`src/rtl/dense_argmax.sv`:
```
// Frame-level argmax over N_CLASS signed logits with error accounting and a
// committed score bank that only ever holds the last good frame.
module dense_argmax #(
    parameter int N_CLASS = 11,
    parameter int DW      = 16,
    parameter int IDX_W   = 4
) (
    input  logic             clk,
    input  logic             rst,
    input  logic [DW-1:0]    din,
    input  logic             din_valid,
    output logic [IDX_W-1:0] class_idx,
    output logic [DW-1:0]    max_score,
    output logic             result_valid,
    output logic             frame_err,
    output logic [7:0]       err_cnt,
    output logic [15:0]      frame_cnt,
    input  logic [IDX_W-1:0] rd_addr,
    output logic [DW-1:0]    rd_data
);

    localparam int CW = IDX_W + 1;
    localparam logic [CW-1:0] N_FULL = CW'(N_CLASS);

    typedef enum logic [1:0] {IDLE, ACC, OVER} state_t;

    state_t           state_q, state_d;
    logic [CW-1:0]    cnt_q, cnt_d;
    logic [DW-1:0]    run_max_q, run_max_d;
    logic [IDX_W-1:0] run_idx_q, run_idx_d;
    logic [DW-1:0]    shadow_q [N_CLASS];
    logic [DW-1:0]    shadow_d [N_CLASS];
    logic [DW-1:0]    committed_q [N_CLASS];
    logic [DW-1:0]    committed_d [N_CLASS];
    logic [IDX_W-1:0] class_idx_q, class_idx_d;
    logic [DW-1:0]    max_score_q, max_score_d;
    logic             result_valid_q, result_valid_d;
    logic             frame_err_q, frame_err_d;
    logic [7:0]       err_cnt_q, err_cnt_d;
    logic [15:0]      frame_cnt_q, frame_cnt_d;
    logic [DW-1:0]    rd_data_q, rd_data_d;

    always_comb begin
        state_d        = state_q;
        cnt_d          = cnt_q;
        run_max_d      = run_max_q;
        run_idx_d      = run_idx_q;
        shadow_d       = shadow_q;
        committed_d    = committed_q;
        class_idx_d    = class_idx_q;
        max_score_d    = max_score_q;
        result_valid_d = 1'b0;
        frame_err_d    = 1'b0;
        err_cnt_d      = err_cnt_q;
        frame_cnt_d    = frame_cnt_q;

        case (state_q)
            IDLE: begin
                if (din_valid) begin
                    shadow_d[0] = din;
                    run_max_d   = din;
                    run_idx_d   = '0;
                    cnt_d       = CW'(1);
                    state_d     = ACC;
                end
            end
            ACC: begin
                if (din_valid) begin
                    if (cnt_q == N_FULL) begin
                        state_d = OVER;
                    end else begin
                        shadow_d[cnt_q[IDX_W-1:0]] = din;
                        // Strict greater-than keeps the lowest index on ties
                        if ($signed(din) > $signed(run_max_q)) begin
                            run_max_d = din;
                            run_idx_d = cnt_q[IDX_W-1:0];
                        end
                        cnt_d = cnt_q + CW'(1);
                    end
                end else begin
                    state_d = IDLE;
                    if (cnt_q == N_FULL) begin
                        committed_d    = shadow_q;
                        class_idx_d    = run_idx_q;
                        max_score_d    = run_max_q;
                        result_valid_d = 1'b1;
                        frame_cnt_d    = frame_cnt_q + 16'd1;
                    end else begin
                        frame_err_d = 1'b1;
                        if (err_cnt_q != 8'hFF) err_cnt_d = err_cnt_q + 8'd1;
                    end
                end
            end
            OVER: begin
                if (!din_valid) begin
                    state_d     = IDLE;
                    frame_err_d = 1'b1;
                    if (err_cnt_q != 8'hFF) err_cnt_d = err_cnt_q + 8'd1;
                end
            end
            default: state_d = IDLE;
        endcase
    end

    // Readback sees the bank before any commit happening on the same edge
    always_comb begin
        rd_data_d = '0;
        if ({1'b0, rd_addr} < N_FULL) rd_data_d = committed_q[rd_addr];
    end

    always_ff @(posedge clk or posedge rst) begin
        if (rst) begin
            state_q        <= IDLE;
            cnt_q          <= '0;
            run_max_q      <= '0;
            run_idx_q      <= '0;
            for (int i = 0; i < N_CLASS; i++) begin
                shadow_q[i]    <= '0;
                committed_q[i] <= '0;
            end
            class_idx_q    <= '0;
            max_score_q    <= '0;
            result_valid_q <= 1'b0;
            frame_err_q    <= 1'b0;
            err_cnt_q      <= '0;
            frame_cnt_q    <= '0;
            rd_data_q      <= '0;
        end else begin
            state_q        <= state_d;
            cnt_q          <= cnt_d;
            run_max_q      <= run_max_d;
            run_idx_q      <= run_idx_d;
            shadow_q       <= shadow_d;
            committed_q    <= committed_d;
            class_idx_q    <= class_idx_d;
            max_score_q    <= max_score_d;
            result_valid_q <= result_valid_d;
            frame_err_q    <= frame_err_d;
            err_cnt_q      <= err_cnt_d;
            frame_cnt_q    <= frame_cnt_d;
            rd_data_q      <= rd_data_d;
        end
    end

    assign class_idx    = class_idx_q;
    assign max_score    = max_score_q;
    assign result_valid = result_valid_q;
    assign frame_err    = frame_err_q;
    assign err_cnt      = err_cnt_q;
    assign frame_cnt    = frame_cnt_q;
    assign rd_data      = rd_data_q;

endmodule

```
`config.mk`:
```
export PLATFORM = sky130hd
export DESIGN_NAME = dense_argmax
export DESIGN_NICKNAME = d
export VERILOG_FILES = /design/src/rtl/dense_argmax.sv
export SDC_FILE = /design/constraint.sdc
export NUM_CORES = 1
export LEC_CHECK = 0
export ABC_AREA = 1
export BUFFER_PORTS_ARGS = -buffer_cell sky130_fd_sc_hd__buf_4
export CORE_UTILIZATION = 55
export CTS_CLUSTER_SIZE = 8
export DETAILED_ROUTE_END_ITERATION = 6
export PLACE_DENSITY = 0.77
export SYNTH_ARGS = -nofsm -noshare
export SYNTH_HDL_FRONTEND = slang
export SYNTH_SLANG_ARGS = --single-unit
```
`constraint.sdc`:
```
create_clock -name clk -period 23.5 [get_ports clk]
set_input_delay 4.7 -clock clk [delete_from_list [all_inputs] [get_ports clk]]
set_output_delay 4.7 -clock clk [all_outputs]
set_load 0.1 [all_outputs]
```
# ---- Word level (Yosys, flattened, before mapping)
# Index checks and enable logic that the tools add are counted.
dict set report op_classes {
  addsub 3
  n_mul 0
  n_div 0
  order_cmp 5
  eq_ne 11
  shift 0
  n_mux 41
  n_bitwise 4
  reduce_logical 10
}
# cell count
set ops {}
lappend ops {{$mux W176} 2}
lappend ops {{$bwmux W176} 1}
lappend ops {{$mux W16} 8}
lappend ops {{$bmux W16 S4} 1}
lappend ops {{$demux W16 S4} 1}
lappend ops {{$pmux W16 S2} 2}
lappend ops {{$mux W8} 4}
lappend ops {{$add A16 B1 Y16 const B} 1}
lappend ops {{$gt A16 B16 Y1} 1}
lappend ops {{$mux W4} 4}
lappend ops {{$pmux W8 S2} 1}
lappend ops {{$mux W5} 3}
lappend ops {{$ne A2 B2 Y1 const B} 6}
lappend ops {{$ge A5 B5 Y1 const B} 2}
lappend ops {{$not A4 Y5} 2}
lappend ops {{$pmux W5 S2} 1}
lappend ops {{$reduce_and A3 Y1} 3}
lappend ops {{$add A8 B1 Y8 const B} 1}
lappend ops {{$mux W2} 4}
lappend ops {{$ne A8 B8 Y1 const B} 1}
lappend ops {{$pmux W4 S2} 1}
lappend ops {{$reduce_and A4 Y1} 2}
lappend ops {{$mux W1} 6}
lappend ops {{$pmux W2 S3} 1}
lappend ops {{other kinds (13)} 15}
dict set report word_totals {
  register_bits 441
  latch_bits 0
  ram_bits 0
  romBits 0
  input_bits 23
  out_inout_bits 62
  elab_cells 107
  memories 0
}

# ---- Depth between registers and ports, before layout
dict set report logic_depth {
  ltp_word 9
  ltp_mapped 19
  mapped_depth_nobuf 17
}

# ---- Least setup slack after synthesis
# No wires, ideal clock.
dict set report synth_path {
  kind {input-to-reg}
  from {in din[0]}
  to {reg run_max_q[0]}
  setup_time_ns 0.117
  arrival_ns 6.141
  required_time_ns 23.383
  path_slack_ns 17.242
  cell_stages 19
  path_buffers 2
  cell_sequence {inv_1 > clkbuf_1 > ha_1 > inv_1 > nand2_1 > nand2_1 > nand2_1 > nand2_1 > nand2_1 > nand2_1 > nand2_1 > nand2_1 > nand2_1 > nand2_1 > nand2_1 > nand2_2 > buf_2 > nand2_1 > nand2_1}
}
dict set report synth_via {
  elab_chain_cells 4
  word_cells_on_any_way 8
  classes_between {1 x order compare; 1 x eq/ne; 5 x mux; 1 x reduce/logical}
}
# element line_no
set synth_lines {}
lappend synth_lines {{start, declared} 10} ;# input logic [DW-1:0] din,
lappend synth_lines {{parallel branches: the longest is 4 deep, another holds $gt A16 B16 Y1} -}
lappend synth_lines {{end signal, assigned} 131} ;# run_max_q <= run_max_d;
lappend synth_lines {{end, declared} 29} ;# logic [DW-1:0] run_max_q, run_max_d;
# Parallel ways; which one is timed is not known. The select of a mux whose other input is x is not followed.
# A chain may end at the register's enable or synchronous reset.

# ---- Worst setup path in the final report
dict set report layout_path {
  from {in din_valid}
  to {reg committed_q[61] in the netlist's numbering}
}
dict set report layout_via {
  elab_chain_cells 2
}
# element line_no
set layout_lines {}
lappend layout_lines {{start, declared} 11} ;# input logic din_valid,
lappend layout_lines {{$not A1 Y1 (no source line)} -}
lappend layout_lines {{$reduce_and A3 Y1 (no source line)} -}
lappend layout_lines {{end signal, assigned} 134} ;# committed_q <= committed_d;
lappend layout_lines {{end, declared} 33} ;# logic [DW-1:0] committed_q [N_CLASS];
# No other way between the ends.

==> out/results.txt <==
Max Cap Violations: 0
Post-Place Setup Slack: 15.93 ns
WP data arrival: 7.53 ns
final slew viol count: 0
Required @ worst endpoint: 23.89 ns
worst vdd ir: 126 uV
vias in the first global route: 14100
crit path kind: in2reg
clk sinks: 441
RePlAce Congestion: 0.821
syn_area_per_cell: 9.03 um^2
area grow syn2layout: 13.2%
DRC: 0
final period utilization: 0.304
delay-heaviest family, CP: buffers and inverters
worst min path class: reg2reg
Worst Slack Setup Final: 16.36 ns
slowest CP cell: buf_4
cts bufs inserted: 61
final setup vio count: 0
largest net degree at the start of global routing: 158
Yosys reg bits: 441
status: finished, final reports clean
most used cell along the critical path: buf_4
share of layout cells above drive strength 1: 0.0888
Ports: 85
initial antenna violation count: 0
fmax: 140 MHz
Die H: 184 um
Layout Nets: 2107
Detailed Route Iter0 Violations: 1548
Die Area: 0.0339 mm^2
HPWL Detailed: 27200 um
CTS Hold Bufs: 0
crit path time final: 7.14 ns
Slew headroom: 0.176
H-Tree Depth: 2
worst path bufs/invs: 4
Clk Latency, worst-skew pair: 0.58 ns
Vias/cell: 5.67
first-pass GRT wire length: 74700 um
Netlist Area Pre-Place: 0.0182 mm^2
P_leak: 10.4 nW
critical path endpoint category: flop
critical path cell sequence: buf_4 -> nor2_4 -> buf_4 -> buf_4 -> buf_4 -> o21ai_0
post-CTS setup buffers: 0
Detailed Routing Iterations Pass 1: 6
GRT Util Overall: 0.283
Yosys warnings: 0
final hold violations: 0
Syn Inst Count: 2018
total power draw: 2.26 mW
PortBufs: 84
Mapped Nets: 2066
Seq/Total Area, Yosys: 0.606
Cell variety after synth: 36
Final ANT Viol Nets: 0
Inserted Diodes: 0
core area: 0.0325 mm^2
Chip Width: 184 um
Power Dens Cells: 110 mW/mm^2
slowest stage delay, CP: 0.98 ns
RSZ-0062 raised after global routing: no
grt total ovfl: 0
Starting Density: 0.560
startpoint types: input pin
Root Driver: clkbuf_16
CTS tree: yes
Final Skew: 0.0185 ns
WL/cell: 18.4 um
routed vias: 14200
Worst Max-Slew Pin Slew: 1.24 ns
setup tns final: 0 ns
Clock transition at path regs: 0.05 ns
CTS resizes: 0
Post-Route WL: 46100 um
clock tree buffer depth: 3
crit path max fanout: 115
row cnt: 66
==> Yosys cell counts <==
cell / n / area share
nand2_1: 721 / 0.15
dfrtp_1: 441 / 0.61
o21ai_0: 303 / 0.083
inv_1: 125 / 0.026
clkbuf_1: 86 / 0.018
nor2_1: 43 / 0.0089
a21oi_1: 41 / 0.011
nand3_1: 39 / 0.011
buf_2: 34 / 0.0093
o21ai_1: 26 / 0.0071
ha_1: 25 / 0.017
nand4_1: 25 / 0.0086
a2bb2oi_1: 16 / 0.0077
o221ai_1: 13 / 0.0062
xor2_1: 12 / 0.0058
o22ai_1: 10 / 0.0034
nor3_1: 9 / 0.0025
xnor2_1: 9 / 0.0043
a221oi_1: 5 / 0.0024
buf_1: 5 / 0.0010
o2111ai_1: 5 / 0.0024
inv_2: 3 / 0.00062
a22oi_1: 2 / 0.00082
mux2_2: 2 / 0.0012
nand2_2: 2 / 0.00069
nand3b_1: 2 / 0.00082
nor2_2: 2 / 0.00069
nor3_2: 2 / 0.0011
nor3b_1: 2 / 0.00082
nor4_1: 2 / 0.00069
a21o_1: 1 / 0.00041
buf_4: 1 / 0.00041
clkinv_1: 1 / 0.00021
nand4_2: 1 / 0.00069
nor2_4: 1 / 0.00062
o211ai_1: 1 / 0.00041
==> state kept, by name, summed over array words and instances, names as in the netlist, 5 cells and up <==
register	count
shadow_q	176
err_cnt	8
frame_cnt	16
cnt_q	5
max_score	16
rd_data	16
run_max_q	16
committed_q	176
==> worst min-delay path: stages, from the launching register on <==
cell and delay (ns):
dfrtp_1 0.34, nand2_1 0.05, nand2_1 0.05
==> cell usage in the layout, fill, tap and decap left out, types with 3 or more instances in the layout <==
cell type / count
a2bb2oi_1: 16
a21oi_1: 41
inv_1: 123
o21ai_1: 26
nor2_2: 3
a221oi_1: 5
nor2_1: 42
o221ai_1: 13
nand3_1: 39
xnor2_1: 9
ha_1: 25
clkbuf_16: 61
dfrtp_1: 441
inv_2: 3
o22ai_1: 10
nand2_1: 721
o21ai_0: 303
nor3_1: 9
o2111ai_1: 5
nand4_1: 25
buf_4: 103
xor2_1: 12
==> final timing paths <==
path,from,to,slack [ns],cells after the start
max,din_valid,committed_q[61],16.36,6
min,shadow_q[41],committed_q[41],0.46,2
max reg2reg,cnt_q[0],committed_q[61],19.49,9
min reg2reg,shadow_q[41],committed_q[41],0.46,2
max in group asynchronous,rst,shadow_q[25],16.80,4
min in group asynchronous,rst,shadow_q[106],4.32,2
==> per-stage QoR <==
stage / cells / cell area [um^2] / hold WS [ns] / util
6_report: 2502 / 20600 / 0.462 / 0.634
5_1_grt: 2502 / 20600 / 0.475 / 0.634
4_1_cts: 2502 / 20600 / 0.465 / 0.634
3_5_place_dp: 2438 / 19100 / 0.451 / 0.586
3_3_place_gp: 2438 / 19100 / 0.449 / 0.586
2_1_floorplan: 2018 / 18200 / 0.437 / -
==> kinds of logic (layout without fill, tap and decap cells) <==
family | count (synthesis) | after routing | share of synthesized area
muxes | 2 | 2 | 0.00124
adders and majority gates | 25 | 25 | 0.0172
xor gates and xnor gates | 21 | 21 | 0.0101
AOI/OAI and AO/OA | 423 | 423 | 0.125
and+or+nand+nor | 851 | 851 | 0.185
buffers and inverters | 255 | 297 | 0.0551
DFF | 441 | 441 | 0.606
==> layout make-up <==
class	instances	area [um^2]
fillers	2632	11900
flip-flops and latches	441	11000
multi-input cells	1322	6180
clock buffers	62	1530
repair buffers	104	793
well taps	442	553
inverters	129	494
clock inverters	2	28.8
==> per-layer routing <==
layer  GRT usage  share of wire  wire [um]  vias up
li1            -              -          -     6569
met1       0.391           0.43      19700     6953
met2       0.458           0.47      21900      568
met3      0.0473          0.069       3180      100
met4      0.0943          0.030       1390        0
met5           0              0          0        -
==> power breakdown <==
group          leakage, nW  total (mW)  internal (mW)  switching, mW
sequential            5.80        1.03          0.935         0.0985
clock                0.767       0.751          0.451          0.300
combinational         3.81       0.474          0.138          0.336
(Power assumes the default switching activity.)
